## src/rtl/sdm_filter_pkg.sv

```systemverilog
// Shared definitions for the sigma-delta chain filters (interpolator and decimator):
// sample/coefficient widths, default kernel, FSM states and the shift-and-saturate helper.
package sdm_filter_pkg;

    localparam int SAMPLE_W    = 16;
    localparam int COEFF_W     = 16;
    localparam int DEFAULT_L   = 4;
    localparam int DEFAULT_TPP = 2;

    // Linear-interpolation (triangular) kernel in Q1.14 for L=4, TPP=2.
    localparam logic signed [COEFF_W-1:0] DEFAULT_COEFFS [DEFAULT_L*DEFAULT_TPP] = '{
        16'sd0, 16'sd4096, 16'sd8192, 16'sd12288,
        16'sd16384, 16'sd12288, 16'sd8192, 16'sd4096
    };

    typedef enum logic [1:0] {
        IDLE = 2'd0,
        MAC  = 2'd1,
        OUT  = 2'd2
    } state_e;

    typedef struct packed {
        logic                       sat;
        logic signed [SAMPLE_W-1:0] value;
    } sat_res_t;

    localparam logic signed [63:0] SAT_MAX = 64'sd32767;
    localparam logic signed [63:0] SAT_MIN = -64'sd32768;

    // Floor shift (arithmetic) followed by clipping to the sample range.
    function automatic sat_res_t sat_shift(input logic signed [63:0] acc,
                                           input int unsigned       frac);
        logic signed [63:0] sh;
        sat_res_t           res;
        sh = acc >>> frac;
        if (sh > SAT_MAX) begin
            res.sat   = 1'b1;
            res.value = SAT_MAX[SAMPLE_W-1:0];
        end else if (sh < SAT_MIN) begin
            res.sat   = 1'b1;
            res.value = SAT_MIN[SAMPLE_W-1:0];
        end else begin
            res.sat   = 1'b0;
            res.value = sh[SAMPLE_W-1:0];
        end
        return res;
    endfunction

endpackage

```

## src/rtl/fir_interpolator.sv

```systemverilog
// Polyphase FIR interpolator: one input sample produces L outputs, each computed
// with a single time-shared multiplier over TPP taps, valid/ready on both sides.
module fir_interpolator
    import sdm_filter_pkg::*;
#(
    parameter int L          = 4,
    parameter int TPP        = 2,
    parameter int COEFF_FRAC = 14,
    parameter logic signed [COEFF_W-1:0] COEFFS [L*TPP] = DEFAULT_COEFFS
) (
    input  logic                       clk,
    input  logic                       rst,
    input  logic                       valid_in,
    output logic                       ready_in,
    input  logic signed [SAMPLE_W-1:0] din,
    output logic                       valid_out,
    input  logic                       ready_out,
    output logic signed [SAMPLE_W-1:0] dout,
    output logic [$clog2(L)-1:0]       phase_out,
    output logic                       sat_out
);

    localparam int PH_W  = $clog2(L);
    localparam int TAP_W = (TPP > 1) ? $clog2(TPP) : 1;
    localparam int ACC_W = 32 + $clog2(TPP);
    localparam int IDX_W = $clog2(L*TPP);

    state_e                      state_q, state_d;
    logic [PH_W-1:0]             phase_q, phase_d;
    logic [TAP_W-1:0]            tap_q, tap_d;
    logic signed [ACC_W-1:0]     acc_q, acc_d;
    logic                        valid_out_q, valid_out_d;
    logic signed [SAMPLE_W-1:0]  dout_q, dout_d;
    logic [PH_W-1:0]             phase_out_q, phase_out_d;
    logic                        sat_q, sat_d;
    logic signed [SAMPLE_W-1:0]  x_q [TPP];

    logic                        accept;
    logic [IDX_W-1:0]            coef_idx;
    logic signed [SAMPLE_W-1:0]  x_sel;
    logic signed [31:0]          prod;
    logic signed [ACC_W-1:0]     acc_sum;
    sat_res_t                    res;

    assign ready_in  = (state_q == IDLE);
    assign accept    = valid_in && ready_in;
    assign valid_out = valid_out_q;
    assign dout      = dout_q;
    assign phase_out = phase_out_q;
    assign sat_out   = sat_q;

    // L is a power of two, so tap*L + phase is a plain concatenation.
    assign coef_idx = IDX_W'({tap_q, phase_q});
    assign x_sel    = x_q[tap_q];
    assign prod     = COEFFS[coef_idx] * x_sel;
    assign acc_sum  = acc_q + ACC_W'(prod);
    assign res      = sat_shift(64'(acc_sum), COEFF_FRAC);

    generate
        for (genvar gi = 0; gi < TPP; gi++) begin : g_delay
            always_ff @(posedge clk) begin
                if (rst) begin
                    x_q[gi] <= '0;
                end else if (accept) begin
                    if (gi == 0) begin
                        x_q[gi] <= din;
                    end else begin
                        x_q[gi] <= x_q[(gi > 0) ? gi - 1 : 0];
                    end
                end
            end
        end
    endgenerate

    always_comb begin
        state_d     = state_q;
        phase_d     = phase_q;
        tap_d       = tap_q;
        acc_d       = acc_q;
        valid_out_d = valid_out_q;
        dout_d      = dout_q;
        phase_out_d = phase_out_q;
        sat_d       = sat_q;
        case (state_q)
            IDLE: begin
                if (accept) begin
                    phase_d = '0;
                    tap_d   = '0;
                    acc_d   = '0;
                    state_d = MAC;
                end
            end
            MAC: begin
                acc_d = acc_sum;
                if (tap_q == TAP_W'(TPP - 1)) begin
                    dout_d      = res.value;
                    sat_d       = res.sat;
                    phase_out_d = phase_q;
                    valid_out_d = 1'b1;
                    state_d     = OUT;
                end else begin
                    tap_d = tap_q + 1'b1;
                end
            end
            OUT: begin
                if (ready_out) begin
                    valid_out_d = 1'b0;
                    if (phase_q == PH_W'(L - 1)) begin
                        state_d = IDLE;
                    end else begin
                        phase_d = phase_q + 1'b1;
                        tap_d   = '0;
                        acc_d   = '0;
                        state_d = MAC;
                    end
                end
            end
            default: state_d = IDLE;
        endcase
    end

    always_ff @(posedge clk) begin
        if (rst) begin
            state_q     <= IDLE;
            phase_q     <= '0;
            tap_q       <= '0;
            acc_q       <= '0;
            valid_out_q <= 1'b0;
            dout_q      <= '0;
            phase_out_q <= '0;
            sat_q       <= 1'b0;
        end else begin
            state_q     <= state_d;
            phase_q     <= phase_d;
            tap_q       <= tap_d;
            acc_q       <= acc_d;
            valid_out_q <= valid_out_d;
            dout_q      <= dout_d;
            phase_out_q <= phase_out_d;
            sat_q       <= sat_d;
        end
    end

endmodule

```

## config.mk

```make
export PLATFORM = sky130hd
export DESIGN_NAME = fir_interpolator
export DESIGN_NICKNAME = d
export VERILOG_FILES = /design/src/rtl/sdm_filter_pkg.sv /design/src/rtl/fir_interpolator.sv
export SDC_FILE = /design/constraint.sdc
export NUM_CORES = 1
export LEC_CHECK = 0
export ABC_AREA = 1
export BUFFER_PORTS_ARGS = -buffer_cell sky130_fd_sc_hd__buf_2
export CORE_AREA = 3 3 114 116
export CTS_BUF_LIST = sky130_fd_sc_hd__clkbuf_2
export CTS_CLUSTER_SIZE = 40
export DETAILED_ROUTE_END_ITERATION = 16
export DIE_AREA = 0 0 117 119
export GPL_TIMING_DRIVEN = 1
export MAX_ROUTING_LAYER = met4
export PLACE_DENSITY = 0.73
export SYNTH_ARGS = -nofsm -noshare
export SYNTH_HDL_FRONTEND = slang
export SYNTH_SLANG_ARGS = --single-unit
```

## constraint.sdc

```tcl
create_clock -name clk -period 6.9 [get_ports clk]
set_input_delay 1.38 -clock clk [delete_from_list [all_inputs] [get_ports clk]]
set_output_delay 1.38 -clock clk [all_outputs]
set_load 0.03 [all_outputs]
```

**Word level (Yosys, flattened, before mapping)**

Memories as Yosys holds them, arrays and structs flattened. A register that Yosys moved wholly into a read port is not among the register bits.
Cells that the tools add are included.

- Bitwise operators: 3
- Multipliers: 1
- Add/subtract/negate cells: 3
- Eq/ne operators: 7
- Reductions and logical operators: 10
- Mux-type cells: 34
- Order comparisons: 3

Operators by type and width:

| operator | count |
|---|---|
| 33-bit two-way mux | 3 |
| 33-bit case mux with 3 select lines | 1 |
| 16-bit two-way mux | 4 |
| 17-bit two-way mux | 2 |
| 33-bit by 32-bit adder with 33-bit output | 1 |
| 16-bit by 16-bit multiplier with 32-bit output | 1 |
| 19-bit by 16-bit > comparator with 1-bit output (second input constant) | 1 |
| 19-bit by 16-bit less-than comparator with 1-bit output (second input constant) | 1 |
| 1-bit two-way mux | 14 |
| 2-bit two-way mux | 6 |
| 4-bit AND reduction | 2 |
| 2-bit != test (second input constant) | 3 |
| 2-bit case mux with 3 select lines | 1 |
| 3-bit AND reduction | 2 |
| 2-bit == test (second input constant) | 2 |
| 4-bit >= comparator (second input constant) | 1 |
| 3-bit inverter with 4-bit output | 1 |
| 2-bit case mux with 2 select lines | 1 |
| 2-bit nonzero test | 2 |
| 1-bit case mux with 3 select lines | 1 |
| 3-bit nonzero test | 1 |
| 2-bit by 1-bit adder with 2-bit output (second input constant) | 1 |
| 2-bit by 1-bit == test with 1-bit output (second input constant) | 1 |
| 2-bit logical NOT | 1 |
| other kinds (6) | 7 |

- RAM bits: 32
- Bits in read-only memories: 128
- Memories: 2
- Output and inout port bits: 21
- Bits of input ports: 20
- Bits in registers: 58
- Word-level logic and storage cells: 71

Memory list:

| memory | words | width | rd ports | clocked after memory_dff | wr ports | line | source |
|---|---|---|---|---|---|---|---|
| (name not given) | 8 | 16 | 1 | 0 | 0 | fir_interpolator.sv:55 | `assign prod = COEFFS[coef_idx] * x_sel;` |
| x_q | 2 | 16 | 2 | 1 | 2 | fir_interpolator.sv:36 | `logic signed [SAMPLE_W-1:0] x_q [TPP];` |

**Depth between registers and ports, before layout**

Gate-level depths: netlist of the first run.

- Depth in word-level cells: 9
- Gate-level depth with buffers: 33
- Mapped depth without buffers: 30

**Worst setup path after synthesis of the first run**

OpenSTA, ideal clock, no wires.

- Path type: reg2reg
- Start point: register phase_q[0]
- End point: register dout_q[10] (netlist: dout[10])
- Clock period less this slack: 6030 ps
- Arrival time: 5908 ps
- Path buffers: 3
- Cell stages (with the launch flop): 29
- Required time: 6778 ps
- Setup slack: 870 ps
- Setup time: 122 ps
- Cells stage by stage: dfxtp_1 > clkinv_1 > clkbuf_1 > ha_1 > nand2_1 > o21ai_0 > inv_1 > clkbuf_1 > nor2_1 > fa_1 > ha_1 > ha_1 > fa_1 > fa_1 > inv_1 > fa_1 > inv_1 > ha_1 > nand2_2 > inv_1 > a21oi_1 > nand2_2 > nand2_1 > nand3b_2 > nand2_2 > nand3_2 > a21oi_4 > buf_12 > a21oi_2

- Cells in the longest elaborated chain, start to end: 9
- Elaborated cells between the ends (all ways): 10
- Classes of those cells: 1 x add/sub; 1 x mul; 2 x order compare; 4 x mux; 1 x bitwise; 1 x memory

Ends and longest elaborated chain:

| element | line | source |
|---|---|---|
| start: declaration | fir_interpolator.sv:29 | `logic [PH_W-1:0] phase_q, phase_d;` |
| start signal: assignment | fir_interpolator.sv:134 | `phase_q <= phase_d;` |
| 3-bit inverter with 4-bit output (implied by the code) * | fir_interpolator.sv:55 |  |
| memory read 8 x 16 bit * | n/a |  |
| 16-bit two-way mux (implied by the code) * (2 in series) | fir_interpolator.sv:55 |  |
| 16-bit by 16-bit multiplier with 32-bit output * | fir_interpolator.sv:55 |  |
| 33-bit by 32-bit adder with 33-bit output * | fir_interpolator.sv:56 | `assign acc_sum = acc_q + ACC_W'(prod);` |
| 19-bit by 16-bit less-than comparator with 1-bit output | sdm_filter_pkg.sv:39 | `end else if (sh < SAT_MIN) begin` |
| 17-bit two-way mux | sdm_filter_pkg.sv:39 |  |
| 17-bit two-way mux * | sdm_filter_pkg.sv:36 | `if (sh > SAT_MAX) begin` |
| end signal: assignment | fir_interpolator.sv:138 | `dout_q <= dout_d;` |
| end: declaration | fir_interpolator.sv:33 | `logic signed [SAMPLE_W-1:0] dout_q, dout_d;` |

Mark *: on every way between the ends. The rest lies on a longest branch, timed or not. The select of a mux whose other input is x is not followed.
A chain may end at the register's enable or synchronous reset.

**Final worst setup path of the first run**

- Start point: register phase_q[0]
- End point: register dout_q[5] (netlist: dout[5])

The elaborated chain is that of the path after synthesis.

==> results of run 1 <==
## synth_stat cells, drive strengths merged
library cell,instances,share of area (%)
nand2,163,10
fa,44,13
xor2,9,1.2
a31oi,3,0.28
nor3,3,0.45
xnor2,4,0.52
o21ai,26,1.9
and2,1,0.094
edfxtp,32,14
or2,5,0.51
inv,166,9.3
a211oi,2,0.22
clkinv,2,0.11
nor2,97,5.7
ha,94,18
o311ai,1,0.13
nand3b,1,0.17
dfxtp,47,14
a21oi,68,6.0
o211ai,1,0.11
and3,1,0.094
buf,3,0.66
clkbuf,18,1.0
nand3,17,1.8
## routing by layer
metal  wire (um)  GRT usage [%]
met3         596           4.73
met5           0              -
met1        6300           29.0
met2        5850           31.5
met4         246           6.24
## power groups by stage
stage               combinational (mW)  clock, mW  sequential [mW]
global placement                 0.705          0            0.555
global route                     0.819      0.261            0.552
finish                           0.710      0.231            0.546
floorplan                        0.558          0            0.559
detailed placement               0.712          0            0.557
CTS                              0.717      0.239            0.547
## logic make-up (layout without fill, tap and decap cells)
family                     after synthesis  count (layout)  synth area share (%)
AOI/OAI and AO/OA                      101             101                  8.74
xor gates and xnor gates                13              13                  1.70
adders and majority gates              138             138                  30.8
buffers and inverters                  189             228                  11.1
DFF                                     79              79                  28.5
and+or+nand+nor                        288             288                  19.2
## area by class of cell
type / count / area, um2 / area share [%]
clock buffer: 9 / 45.0 / 0.635
clock inverter: 7 / 47.5 / 0.670
inverter: 168 / 631 / 8.89
multi-input combinational: 540 / 4060 / 57.2
sequential: 79 / 1900 / 26.8
tap: 147 / 184 / 2.59
timing repair buffer: 44 / 230 / 3.24
## worst register-to-register path: stages, from the launching register on
cell and delay [ns]:
dfxtp_1 0.41, clkinv_1 0.10, ha_1 0.30, nand2_1 0.05, o21ai_0 0.18, inv_1 0.32, nor2_1 0.25, fa_1 0.45
ha_1 0.31, ha_1 0.30, fa_1 0.51, fa_1 0.55, inv_1 0.05, fa_1 0.53, inv_1 0.04, ha_1 0.37
nand2_2 0.10, nor2_1 0.10, nand3_1 0.10, nand2_2 0.11, nand2_1 0.08, nand2_1 0.07, nand2_1 0.06, nand2_2 0.08
nand3_2 0.09, a21oi_4 0.46, a21oi_1 0.14
## state kept, by name, summed over array words and instances, names as in the netlist, named ones only
signal     flops
valid_out      1
phase_out      2
dout          16
state_q        2
x_q           32
phase_q        2
tap_q          1
sat_out        1
acc_q         21
## metrics by stage
stage	cells	utilization (%)	total power, mW	instance area [um2]
2_1_floorplan	808	-	1.12	6680
3_3_place_gp	978	58.3	1.26	7000
3_5_place_dp	978	58.3	1.27	7000
4_1_cts	994	59.1	1.50	7100
5_1_grt	994	59.1	1.63	7100
6_report	994	59.1	1.49	7100
## layout by cell type, fill, tap and decap left out, drive strengths merged, types with 3 or more instances in the layout
cell type,n
inv,168
nand2,163
nor2,97
ha,94
a21oi,68
dfxtp,47
fa,44
buf,44
edfxtp,32
o21ai,26
nand3,17
xor2,9
clkbuf,9
clkinv,6
or2,5
xnor2,4
nor3,3
a31oi,3
## worst paths after layout
kind	start	to	depth (start not counted)
worst min register to register	acc_q[13]$_SDFFE_PP0P_	acc_q[13]$_SDFFE_PP0P_	2
worst max register to register	phase_q[0]$_SDFFE_PP0P_	dout[5]$_SDFFE_PP0P_	26
worst min-delay path	acc_q[13]$_SDFFE_PP0P_	acc_q[13]$_SDFFE_PP0P_	2
worst max-delay path	phase_q[0]$_SDFFE_PP0P_	dout[5]$_SDFFE_PP0P_	26
==> results.tsv, run 1 <==
stage	metric	value	unit
critical_path	CP top delay family	adder cells	
yosys	Syn Inst Count	808	
sta	Fin Hold WS	0.485	ns
grt	vias in the first global route	4815	
clock_tree	Num CTS Buffers	9	
die	Core ar.	0.0120	mm2
yosys	Mapped Area	0.00668	mm2
pwr	sw frac	44.8	%
route	Routed Antenna Nets	0	
route	Post-route DRC	0	
route	via count	4893	
clock_tree	Post-CTS Setup Bufs	0	
sta	setup TNS	0	ns
finish	Syn-to-layout area delta	6.18	%
yosys	register area share after synthesis	28.5	%
sta	Worst slew margin	25.0	%
sta	Max Fclk	161	MHz
die	# IOs	41	
pwr	clock share of power	15.5	%
clock_tree	worst skew pair latency	0.61	ns
grt	initial antenna violation count	0	
critical_path	Critical Path RT	7.39	ns
critical_path	r2r setup slk	0.70	ns
finish	layout cells sized above 1	15.6	%
job	MaxCap Viol Count	0	
clock_tree	CTS max path bufs	2	
route	DR vias/cell	4.92	
sta	worst slew pin tran	1.12	ns
yosys	Synth Net Count	966	
clock_tree	H-tree depth	3	
grt	global-route usage over all layers	21.2	%
critical_path	CP bufs+invs	4	
pwr	Switch Pwr	666	uW
placement	DP HPWL	10500	um
critical_path	crit path DAT	6.68	ns
clock_tree	CTS tree	built	
clock_tree	Root Buffer Master	clkbuf_2	
placement	GP Congestion	0.871	
sta	Final min period	6.20	ns
pwr	Pleak	3.82	nW
route	routed wire length	13000	um
finish	Fillers	1117	
sta	final worst-path cycle share	89.8	%
outcome	status	finished clean	
sta	setup slack after layout	0.704	ns
clock_tree	Post-CTS Resized	0	
sta	Final Max Tran Viols	0	
die	die span in x	117	um
route	starting DRC count in detailed routing	221	
critical_path	Crit. End Element	register	
placement	Port Buffers	40	
grt	remaining global-route overflow	0	
route	Wirelength per Cell	13.1	um
sta	Clock Skew	0.0259	ns
pwr	combinational fraction of design power	47.7	%
die	die area	0.0139	mm2
sta	Hold Fails Final Rpt	0	
grt	first-pass GRT wire length	22700	um
clock_tree	Sink Count	79	
clock_tree	CTS clk-pin slew, worst paths	0.22	ns
pwr	internal cell power	820	uW
yosys	Yosys reg bits	79	
placement	worst slack, placed	0.695	ns
hold_path	Worst Hold Class	register to register	
die	starting density of the core	55.6	%
critical_path	CP max stage delay	0.55	ns
yosys	post-synth cell types	36	
yosys	syn_area_per_cell	8.27	um2
grt	pin count of the biggest net entering global routing	33	
critical_path	crit path kind	register to register	
finish	Layout Nets	1000	
finish	Antenna diodes	0	
sta	Final setup viols	0	
sta	RSZ-0062 raised after global routing	no	
pwr	Seq pwr share	36.7	%
critical_path	Startpoint Class	register	
route	drt first pass iters	4	
die	Rows	40	
clock_tree	hold buffer count at CTS	0	
die	Vert. Die Dim	119	um
pwr	Pwr per Cell Area	210	mW/mm2
pwr	peak supply drop	163	uV
critical_path	Slowest cell on crit path	fa_1	
yosys	yosys warns	0	
critical_path	CP Max Fanout	13	
Note: power is estimated with default switching activity, not from simulation.
==> inputs of run 2 (changes only) <==
- ABC_AREA: 1 -> unset
- CORE_AREA: 3 3 114 116 -> 3 3 128 99
- DIE_AREA: 0 0 117 119 -> 0 0 131 102
==> run 2 against run 1 <==
Net effect:
- sequential power is 2% lower
- first-iteration DRC count is 8.1% higher
- fmax is 3.9% lower
- hold slack worse by 0.018 ns
- non-clock buffer count is 8 higher
- design area is 3.1% lower
- setup slack worse by 0.25 ns
==> results.tsv, run 2 <==
stage	metric	value	unit	change
critical_path	Crit. End Element	register		
yosys	post-synth top area share	18.5	%	+0.89 points
pwr	sw frac	36.3	%	-8.6 points
yosys	Post-synth EDFFs	32		unchanged
finish	Layout Nets	841		-16%
sta	Final Max Tran Viols	0		unchanged
clock_tree	Root Buffer Master	clkbuf_2		
yosys	Yosys top cell by area	ha_1		
route	drt first pass iters	5		+1
yosys	register area share after synthesis	29.9	%	+1.4 points
yosys	yosys warns	0		unchanged
die	# IOs	41		unchanged
sta	Clock Skew	0.0280	ns	+0.00212 ns
placement	DP HPWL	10100	um	-3.6%
yosys	most common flop cell mapped by yosys	dfxtp_1		
finish	commonest non-fill, non-tap cells in the layout	ha_1, nor2_1, inv_1, dfxtp_1, fa_1		
grt	vias in the first global route	4589		-4.7%
pwr	combinational fraction of design power	33.2	%	-15 points
pwr	clock share of power	21.1	%	+5.6 points
die	Core ar.	0.0115	mm2	-4.0%
sta	Max Fclk	155	MHz	-3.9%
critical_path	Startpoint Class	register		
finish	multi-input logic area	0.00406	mm2	unchanged
yosys	asr flop ratio synth	0	%	unchanged
pwr	peak supply drop	129	uV	-21%
clock_tree	CTS max path bufs	2		unchanged
sta	final worst-path cycle share	93.4	%	+3.6 points
finish	layout cells sized above 1	14.2	%	-1.3 points
grt	remaining global-route overflow	0		unchanged
clock_tree	Num CTS Buffers	9		unchanged
yosys	Syn Inst Count	645		-20%
critical_path	crit path DAT	6.95	ns	+0.27 ns
yosys	Synth Net Count	803		-17%
grt	pin count of the biggest net entering global routing	49		+48%
pwr	Seq pwr share	45.7	%	+9.0 points
sta	RSZ-0062 raised after global routing	no		
finish	Largest Register	x_q		
yosys	syn_area_per_cell	9.86	um2	+19%
critical_path	crit path kind	register to register		
die	Rows	34		-15%
yosys	synth cell count leaders	ha_1, nor2_1, inv_1		
clock_tree	worst skew pair latency	0.55	ns	-0.06 ns
yosys	Mapped Area	0.00636	mm2	-4.8%
sta	Final min period	6.45	ns	+0.250 ns
sta	Hold Fails Final Rpt	0		unchanged
route	Post-route DRC	0		unchanged
sta	worst slew pin tran	1.12	ns	-0.00482 ns
clock_tree	CTS tree	built		
finish	max reg flops	32		unchanged
yosys	post-synth cell types	54		+50%
finish	most common cell after layout, fill and taps aside	ha_1		
grt	Top Usage Layer GRT	met2		
grt	global-route usage over all layers	21.2	%	about the same
yosys	Yosys reg bits	79		unchanged
grt	GR Layer Usage met1	28.3	%	-0.75 points
placement	Port Buffers	40		unchanged
outcome	status	finished clean		
die	Vert. Die Dim	102	um	-14%
route	DR vias/cell	5.46		+11%
die	starting density of the core	55.2	%	-0.46 points
clock_tree	CTS clk-pin slew, worst paths	0.23	ns	about the same
route	via count	4643		-5.1%
hold_path	Worst Hold Class	register to register		
grt	first-pass GRT wire length	21700	um	-4.4%
clock_tree	H-tree depth	3		unchanged
finish	final instance area	0.00688	mm2	-3.1%
grt	global routing usage on met3	4.08	%	-0.65 points
route	Wirelength per Cell	15.3	um	+17%
sta	setup TNS	0	ns	unchanged
finish	Layout Utilization	59.7	%	+0.59 points
pwr	internal cell power	749	uW	-8.7%
clock_tree	hold buffer count at CTS	0		unchanged
finish	Antenna diodes	0		unchanged
pwr	Pwr per Cell Area	171	mW/mm2	-18%
finish	Fillers	994		-11%
clock_tree	Sink Count	79		unchanged
finish	Storage cell area	0.00190	mm2	about the same
critical_path	Critical Path RT	7.40	ns	about the same
finish	Syn-to-layout area delta	8.12	%	
sta	Final setup viols	0		unchanged
placement	GP Congestion	0.949		+8.9%
die	die area	0.0134	mm2	-4.0%
sta	Fin Hold WS	0.467	ns	-0.0179 ns
die	die span in x	131	um	+12%
route	Routed Antenna Nets	0		unchanged
route	starting DRC count in detailed routing	239		+8.1%
grt	initial antenna violation count	0		unchanged
sta	Worst slew margin	25.6	%	+0.53 points
route	routed wire length	13000	um	-0.18%
pwr	Switch Pwr	426	uW	-36%
placement	Placement Cell Area	0.00673	mm2	-3.9%
critical_path	CP Max Fanout	15		+2
job	MaxCap Viol Count	0		unchanged
yosys	largest cells by area after synthesis	ha_1, edfxtp_1, dfxtp_1, fa_1, nor2_1		
pwr	Pleak	3.43	nW	-10%
grt	global routing usage on met2	33.5	%	+2.1 points
yosys	top-count cell post-synth	ha_1		
run 2: through the flow:
step	instances	power, mW	setup WS [ns]
after CTS	848	1.18	0.251
after floorplan	645	0.834	0.174
final	850	1.18	0.454
after global routing	850	1.26	0.0860
after global placement	832	0.918	0.509
after detailed placement	832	0.925	0.326
run 2: logic make-up (layout without fill, tap and decap cells):
logic type | count (synthesis) | count (layout) | share of synthesized area, %
mux | 18 | 18 | 2.83
flops | 79 | 79 | 29.9
compound gates | 103 | 103 | 12.1
simple gates | 186 | 186 | 13.9
buf+inv | 106 | 149 | 6.51
xor+xnor | 15 | 15 | 2.36
fa+ha+maj | 138 | 138 | 32.3
run 2: per-layer routing:
| metal | up-vias | share of wire (%) |
|---|---|---|
| li1 | 2245 | - |
| met3 | 11 | 4.1 |
| met5 | - | 0 |
| met1 | 2296 | 46 |
| met2 | 91 | 49 |
| met4 | 0 | 1.1 |
run 2: layout make-up:
type                    instances  area share [%]
multi-input cells             460            59.0
clock inverters                 7           0.928
clock buffers                   9           0.655
inverters                      81            4.42
repair buffers                 52            4.40
flip-flops and latches         79            27.7
well taps                     162            2.95
run 2: what timing repair did:
item,CTS,global route
setup buffers,0,2
resized for setup,0,3
endpoints found under the setup margin,0,16
run 2: worst paths after layout:
| kind | startpoint | end | cells after the start | slack (ns) |
|---|---|---|---|---|
| worst min-delay path | dout[15]$_SDFFE_PP0P_ | dout[15]$_SDFFE_PP0P_ | 2 | 0.47 |
| worst max-delay path | phase_q[0]$_SDFFE_PP0P_ | dout[0]$_SDFFE_PP0P_ | 23 | 0.45 |
| worst max register to register | phase_q[0]$_SDFFE_PP0P_ | dout[0]$_SDFFE_PP0P_ | 23 | 0.45 |
| worst min register to register | dout[15]$_SDFFE_PP0P_ | dout[15]$_SDFFE_PP0P_ | 2 | 0.47 |
run 2: power by group through the flow:
| stage | registers (mW) | clock network [mW] | logic, mW |
|---|---|---|---|
| final | 0.537 | 0.248 | 0.390 |
| after global routing | 0.541 | 0.273 | 0.442 |
| after CTS | 0.537 | 0.256 | 0.383 |
| after detailed placement | 0.547 | 0 | 0.378 |
| after global placement | 0.546 | 0 | 0.372 |
| after floorplan | 0.547 | 0 | 0.286 |
run 2: critical path, cell delays in order, from the launching register on:
cell and delay, ns:
dfxtp_2 0.43, inv_1 0.07, ha_1 0.31, mux2i_1 0.20, buf_4 0.25, nor2_1 0.08, fa_1 0.50, inv_1 0.06
fa_1 0.55, inv_1 0.06, fa_1 0.47, ha_1 0.32, fa_1 0.46, ha_1 0.32, ha_1 0.37, a21oi_1 0.18
o21ai_0 0.13, a21o_2 0.24, a311o_2 0.44, xnor2_4 0.17, a211oi_4 0.33, buf_4 0.19, o211ai_1 0.10, a21oi_1 0.18
